===== config.mk =====
export PLATFORM = sky130hd
export DESIGN_NAME = sar_search_flat
export DESIGN_NICKNAME = d
export VERILOG_FILES = /design/src/rtl/sar_search_pkg.sv /design/src/rtl/sar_search_if.sv /design/src/rtl/sar_search.sv /design/src/flat_wrapper.sv
export SDC_FILE = /design/constraint.sdc
export NUM_CORES = 1
export LEC_CHECK = 0
export ABC_CLOCK_PERIOD_IN_PS = 2900
export CAP_MARGIN = 20
export CORE_ASPECT_RATIO = 1.75
export CORE_MARGIN = 2
export CORE_UTILIZATION = 40
export CTS_CLUSTER_SIZE = 30
export DETAILED_ROUTE_END_ITERATION = 8
export PLACE_DENSITY = 0.73
export SYNTH_ARGS = -nofsm -noshare
export SYNTH_HDL_FRONTEND = slang
export SYNTH_SLANG_ARGS = --single-unit

===== constraint.sdc =====
create_clock -name clk -period 2.9 [get_ports clk]
set_input_delay 0.58 -clock clk [delete_from_list [all_inputs] [get_ports clk]]
set_output_delay 0.58 -clock clk [all_outputs]
set_load 0.005 [all_outputs]

===== src/rtl/sar_search_pkg.sv =====
// Shared definitions for the successive-approximation search controller:
// FSM state encoding, default operand width and the steps-counter width rule.
package sar_search_pkg;

  // Default operand width of the comparator being driven.
  localparam int SAR_WIDTH_DEFAULT = 4;

  // Controller states. DONE always lasts exactly one cycle.
  typedef enum logic [1:0] {
    IDLE   = 2'd0,
    SEARCH = 2'd1,
    DONE   = 2'd2
  } sar_state_e;

  // A binary search over 2^w values needs at most w+1 comparisons.
  // The counter must hold that count, so it gets clog2(w+2) bits.
  function automatic int sar_steps_width(input int w);
    return $clog2(w + 2);
  endfunction

endpackage


===== src/rtl/sar_search_if.sv =====
// Bus between the search controller and its environment (requester plus
// external magnitude comparator).
//
// Handshake: start is a request level with an implicit ready of !busy; it is
// accepted on a rising edge only while the controller is in IDLE or DONE and
// is ignored while busy=1. Completion is the single-cycle done pulse; found,
// result, steps and error are valid from that cycle until the next accepted
// start. agb/alb/aeb must be combinational from guess (no latency).
//
// master: the controller side. slave: the requester/comparator side.
interface sar_search_if
  import sar_search_pkg::*;
#(
  parameter int WIDTH = SAR_WIDTH_DEFAULT
);

  localparam int STEPS_W = sar_steps_width(WIDTH);

  logic               start;
  logic               agb;
  logic               alb;
  logic               aeb;
  logic [WIDTH-1:0]   guess;
  logic               busy;
  logic               done;
  logic               found;
  logic [WIDTH-1:0]   result;
  logic [STEPS_W-1:0] steps;
  logic               error;
  sar_state_e         state;   // debug view of the controller FSM

  modport master (
    input  start, agb, alb, aeb,
    output guess, busy, done, found, result, steps, error, state
  );

  modport slave (
    output start, agb, alb, aeb,
    input  guess, busy, done, found, result, steps, error, state
  );

endinterface


===== src/rtl/sar_search.sv =====
// Successive-approximation (binary) search controller. Drives a probe value
// onto the b side of an external comparator and narrows a [lo, hi] interval
// from the agb/alb/aeb flags, one comparison per clock.
//
// Optional feature macro: SAR_SEARCH_FLAG_CHECK_EN
//   defined   : comparator flags that are not exactly one-hot end the search
//               with error=1, found=0 and a done pulse.
//   undefined : flags decode with priority aeb > agb > alb, all-zero counts
//               as alb, and error is tied low.
module sar_search
  import sar_search_pkg::*;
#(
  parameter int WIDTH = SAR_WIDTH_DEFAULT
) (
  input  logic          clk,
  input  logic          reset,   // asynchronous, active low
  sar_search_if.master  bus
);

  localparam int STEPS_W = sar_steps_width(WIDTH);

  // lo/hi carry one extra bit so guess+1 at all-ones cannot wrap to zero.
  localparam logic [WIDTH:0]       HI_INIT  = {1'b0, {WIDTH{1'b1}}};
  localparam logic [WIDTH:0]       BOUND_1  = {{WIDTH{1'b0}}, 1'b1};
  localparam logic [STEPS_W-1:0]   STEP_1   = {{(STEPS_W-1){1'b0}}, 1'b1};

  sar_state_e         state, state_n;
  logic [WIDTH:0]     lo, lo_n;
  logic [WIDTH:0]     hi, hi_n;
  logic [WIDTH-1:0]   guess, guess_n;
  logic [WIDTH-1:0]   result, result_n;
  logic [STEPS_W-1:0] steps, steps_n;
  logic               found, found_n;

  // Decoded comparator outcome for the current guess.
  logic hit;       // target == guess
  logic go_up;     // target >  guess
  logic go_down;   // target <  guess
  logic bad_flags; // flag combination rejected

`ifdef SAR_SEARCH_FLAG_CHECK_EN
  logic err, err_n;

  // Strict decode: anything other than exactly one flag is an error.
  always_comb begin
    bad_flags = !$onehot({bus.aeb, bus.agb, bus.alb});
    hit       = bus.aeb & ~bad_flags;
    go_up     = bus.agb & ~bad_flags;
    go_down   = bus.alb & ~bad_flags;
  end
`else
  // Priority decode: aeb wins, then agb; everything else moves hi down.
  always_comb begin
    bad_flags = 1'b0;
    hit       = bus.aeb;
    go_up     = ~bus.aeb & bus.agb;
    go_down   = ~bus.aeb & ~bus.agb;
  end
`endif

  // Next-state and datapath: start handling, one comparison per SEARCH cycle.
  always_comb begin
    state_n  = state;
    lo_n     = lo;
    hi_n     = hi;
    guess_n  = guess;
    result_n = result;
    steps_n  = steps;
    found_n  = found;
`ifdef SAR_SEARCH_FLAG_CHECK_EN
    err_n    = err;
`endif
    case (state)
      IDLE, DONE: begin
        if (bus.start) begin
          state_n  = SEARCH;
          lo_n     = '0;
          hi_n     = HI_INIT;
          guess_n  = WIDTH'(HI_INIT >> 1);
          steps_n  = '0;
          found_n  = 1'b0;
          result_n = '0;
`ifdef SAR_SEARCH_FLAG_CHECK_EN
          err_n    = 1'b0;
`endif
        end else if (state == DONE) begin
          // Results stay registered; only the state falls back.
          state_n = IDLE;
        end
      end

      SEARCH: begin
        steps_n = steps + STEP_1;
        if (bad_flags) begin
          state_n = DONE;
          found_n = 1'b0;
`ifdef SAR_SEARCH_FLAG_CHECK_EN
          err_n   = 1'b1;
`endif
        end else if (hit) begin
          state_n  = DONE;
          found_n  = 1'b1;
          result_n = guess;
        end else if (go_up) begin
          lo_n = {1'b0, guess} + BOUND_1;
          if (lo_n > hi) begin
            // Empty interval: the comparator contradicted earlier answers.
            state_n = DONE;
          end else begin
            guess_n = WIDTH'((lo_n + hi) >> 1);
          end
        end else if (go_down) begin
          hi_n = {1'b0, guess} - BOUND_1;
          // guess-1 < lo  <=>  guess <= lo; checked this way so a zero
          // guess cannot underflow hi into a huge value.
          if ({1'b0, guess} <= lo) begin
            state_n = DONE;
          end else begin
            guess_n = WIDTH'((lo + hi_n) >> 1);
          end
        end
      end

      default: begin
        state_n = IDLE;
      end
    endcase
  end

  // FSM state register.
  always_ff @(posedge clk or negedge reset) begin
    if (!reset) begin
      state <= IDLE;
    end else begin
      state <= state_n;
    end
  end

  // Search datapath registers; reset aborts any search in flight.
  always_ff @(posedge clk or negedge reset) begin
    if (!reset) begin
      lo     <= '0;
      hi     <= '0;
      guess  <= '0;
      result <= '0;
      steps  <= '0;
      found  <= 1'b0;
    end else begin
      lo     <= lo_n;
      hi     <= hi_n;
      guess  <= guess_n;
      result <= result_n;
      steps  <= steps_n;
      found  <= found_n;
    end
  end

`ifdef SAR_SEARCH_FLAG_CHECK_EN
  // Sticky-until-next-start illegal-flag indicator.
  always_ff @(posedge clk or negedge reset) begin
    if (!reset) begin
      err <= 1'b0;
    end else begin
      err <= err_n;
    end
  end

  assign bus.error = err;
`else
  assign bus.error = 1'b0;
`endif

  // DONE never lasts more than one cycle, so done is simply the state decode.
  assign bus.guess  = guess;
  assign bus.busy   = (state == SEARCH);
  assign bus.done   = (state == DONE);
  assign bus.found  = found;
  assign bus.result = result;
  assign bus.steps  = steps;
  assign bus.state  = state;

endmodule

===== src/flat_wrapper.sv =====
// flat-port wrapper written by rule: the top's interface ports become plain ports
module sar_search_flat import sar_search_pkg::*;
#(
  parameter int WIDTH = SAR_WIDTH_DEFAULT
)
  (clk, reset, bus_start, bus_agb, bus_alb, bus_aeb, bus_guess, bus_busy, bus_done, bus_found, bus_result, bus_steps, bus_error, bus_state);
  sar_search_if #(.WIDTH(WIDTH)) bus_i ();
  input  logic clk;
  input  logic reset;
  input wire logic [$bits(bus_i.start)-1:0] bus_start;
  input wire logic [$bits(bus_i.agb)-1:0] bus_agb;
  input wire logic [$bits(bus_i.alb)-1:0] bus_alb;
  input wire logic [$bits(bus_i.aeb)-1:0] bus_aeb;
  output wire logic [$bits(bus_i.guess)-1:0] bus_guess;
  output wire logic [$bits(bus_i.busy)-1:0] bus_busy;
  output wire logic [$bits(bus_i.done)-1:0] bus_done;
  output wire logic [$bits(bus_i.found)-1:0] bus_found;
  output wire logic [$bits(bus_i.result)-1:0] bus_result;
  output wire logic [$bits(bus_i.steps)-1:0] bus_steps;
  output wire logic [$bits(bus_i.error)-1:0] bus_error;
  output wire logic [$bits(bus_i.state)-1:0] bus_state;
  assign bus_i.start = bus_start;
  assign bus_i.agb = bus_agb;
  assign bus_i.alb = bus_alb;
  assign bus_i.aeb = bus_aeb;
  assign bus_guess = bus_i.guess;
  assign bus_busy = bus_i.busy;
  assign bus_done = bus_i.done;
  assign bus_found = bus_i.found;
  assign bus_result = bus_i.result;
  assign bus_steps = bus_i.steps;
  assign bus_error = bus_i.error;
  assign bus_state = bus_i.state;
  sar_search #(.WIDTH(WIDTH)) u_core (.clk(clk), .reset(reset), .bus(bus_i));
endmodule

==> out/qor.yml <==
fin_crit_sh_pct: 90.4
synth_warnings: 0
hold_viol: 0
worstSetupStartpointType: "register"
ctsLongestPathBuffers: 2
setup_ws_ns: 0.279
drv_slew: 0
synth_edf_count: 0
postCtsResizedCells: 0
nets: 226
critical_path_arrival_ns: 2.82
hp-start: "u_core.bus.found"
dr.first_iter.drc_count: 26
vias_per_cell: 5.32
ys.flop_type: "dfrtp_1"
nFillCells: 388
final_cell_area_sq_um: 2000
hold_ws_ns: 0.514
timing.fmax_ghz: 0.381
required_ns: 3.10
grt_max_degree: 25
maxCapViolCount: 0
syn_inst: 172
overflow: 0
r2r-start: "u_core.bus.guess[0]"
r2r_slack_ns: 0.28
min_to: "u_core.bus.found"
final_common_cell: "dfrtp_1"
start_util_pct: 40.6
cts_tree: "done"
finalCriticalPeriod_ns: 2.62
coreArea_sq_um: 4070
final-setup-viol-count: 0
p_total_mw: 2.17
antenna_found_initial: 0
postCtsSetupRepairBufs: 0
grtUsageTotal_pct: 18.8
htreeDepth: 1
antenna_cells: 0
dr_total_vias: 1309
worstRegToRegCells: 8
p_leak_nw: 0.926
layout.cells.most_common_list: "24 x dfrtp_1, 20 x ha_1, 20 x clkdlybuf4s50_1"
wl_per_cell_um: 15.8
hold_path.class: "register to register"
pin_count: 23
cts_buffers: 3
avgSynthCellArea_sq_um: 9.62
drive_above_1_share_pct: 10.2
synth_cell_types: 40
hold_buffers: 0
status: "finished clean"
grt_setup_unrepaired: "false"
skew_ns: 0.00416
vdd_drop_max_uv: 490
place.gp.congestion: 0.819
die_h_um: 89.1
hpwlAfterDp_um: 3010
portBuffers: 20
die_x_um: 52.6
grt_pass1_vias: 1393
cts-root-buf: "clkbuf_8"
cts_sinks: 24
synth_seq_area_share_pct: 36.3
tns_ns: 0
end_kind: "register"
die_area_sq_um: 4690
crit_type: "register to register"
drc: 0
synth-seq-cells: 24
drt-total-wl_um: 3890
clk_pin_slew_ns: 0.09
syn-num-nets: 200
crit_fanout: 9
pwr_density_cell_nw_per_um2: 1080
ant_nets: 0
clk_latency_ns: 0.28
placementRows: 31
async_flop_share_pct: 100
dp_slack_ns: 0.333
post-route-util_pct: 49.2
dp.cells: 242
firstDrtPassIters: 4
rr_endpoint: "u_core.bus.guess[3]"
grt_pass1_wl_um: 6400
syn_to_final_growth_pct: 20.9
fin_cells: 246
holdPathStages: 2
dpl-instance-area_sq_um: 1930
netlist_area_sq_um: 1660
## routing by layer
layer | routed length [um] | GRT usage, % | share of wire, % | up-vias
met5 | 0 | 0 | 0 | -
li1 | - | - | - | 645
met4 | 221 | 13.3 | 5.7 | 0
met3 | 114 | 2.68 | 2.9 | 17
met1 | 1470 | 20.3 | 38 | 612
met2 | 2080 | 32.7 | 53 | 35
## registers in the layout (all words and copies together) (netlist names)
name and cells:
u_core.bus.guess 4, u_core.bus.steps 3, u_core.bus.result 4, u_core.lo 5, u_core.hi 5, u_core.bus.found 1, u_core.bus.state 2
## synthesized netlist by cell type, drive strengths merged (2+ instances only)
master | number | area [sq um]
a21o | 2 | 15.0
a21oi | 11 | 55.1
a31o | 2 | 17.5
a31oi | 6 | 43.8
and2 | 2 | 12.5
and3 | 2 | 12.5
buf | 4 | 35.0
clkbuf | 3 | 11.3
dfrtp | 24 | 601
fa | 2 | 40.0
ha | 20 | 250
inv | 13 | 48.8
mux2i | 3 | 30.0
nand2 | 11 | 41.3
nand2b | 5 | 31.3
nand3 | 14 | 70.1
nor2 | 10 | 37.5
nor2b | 4 | 27.5
nor3 | 2 | 10.0
o211ai | 2 | 15.0
o21ai | 7 | 35.0
xnor2 | 6 | 52.6
xor2 | 4 | 35.0
## worst max-delay path by stage
stage	from	slack [ns]	cells after the start	end
2_1_floorplan	u_core.bus.guess[2]	0.63	10	u_core.bus.guess[3]
3_3_place_gp	u_core.bus.guess[0]	0.35	7	u_core.bus.guess[3]
3_5_place_dp	u_core.bus.guess[0]	0.33	8	u_core.bus.guess[3]
4_1_cts	u_core.bus.guess[0]	0.29	8	u_core.bus.guess[3]
5_1_grt	u_core.bus.guess[0]	0.05	8	u_core.bus.guess[3]
6_report	u_core.bus.guess[0]	0.28	8	u_core.bus.guess[3]
## power by group
group          leakage [nW]  internal, mW  total [mW]  switching, mW
Sequential            0.293         0.445       0.561          0.116
Clock                0.0357         0.185       0.301          0.116
Combinational         0.598         0.616        1.31          0.691
## worst max-delay path, cell delays in order, from the launching register on
cell and delay [ns]:
dfrtp_1 0.54, ha_1 0.26, xor2_1 0.31, ha_1 0.36, a21oi_1 0.17, o221ai_1 0.12, o2111ai_1 0.22, and2_1 0.35
mux2i_1 0.22
## cell families (layout without fill, tap and decap cells)
family                   count (synthesis)  after routing  share of synthesized area, %
XOR/XNOR                                10             10                          5.29
other                                    1              1                         0.227
AO/OA/AOI/OAI                           38             38                          16.7
buffers and inverters                   21             46                          5.97
adder cells (fa/ha/maj)                 22             22                          17.5
flip-flops                              24             24                          36.3
multiplexers                             4              4                          2.49
AND/OR/NAND/NOR                         52             52                          15.5
## cell type report
| type | count | area, sq um | share of cell area (%) |
|---|---|---|---|
| Sequential cell | 24 | 601 | 30.0 |
| Timing Repair Buffer | 28 | 260 | 13.0 |
| Multi-Input combinational cell | 127 | 956 | 47.8 |
| Clock buffer | 3 | 41.3 | 2.06 |
| Tap cell | 49 | 61.3 | 3.06 |
| Clock inverter | 1 | 30.0 | 1.50 |
| Inverter | 14 | 52.6 | 2.63 |
(Power assumes the default switching activity.)
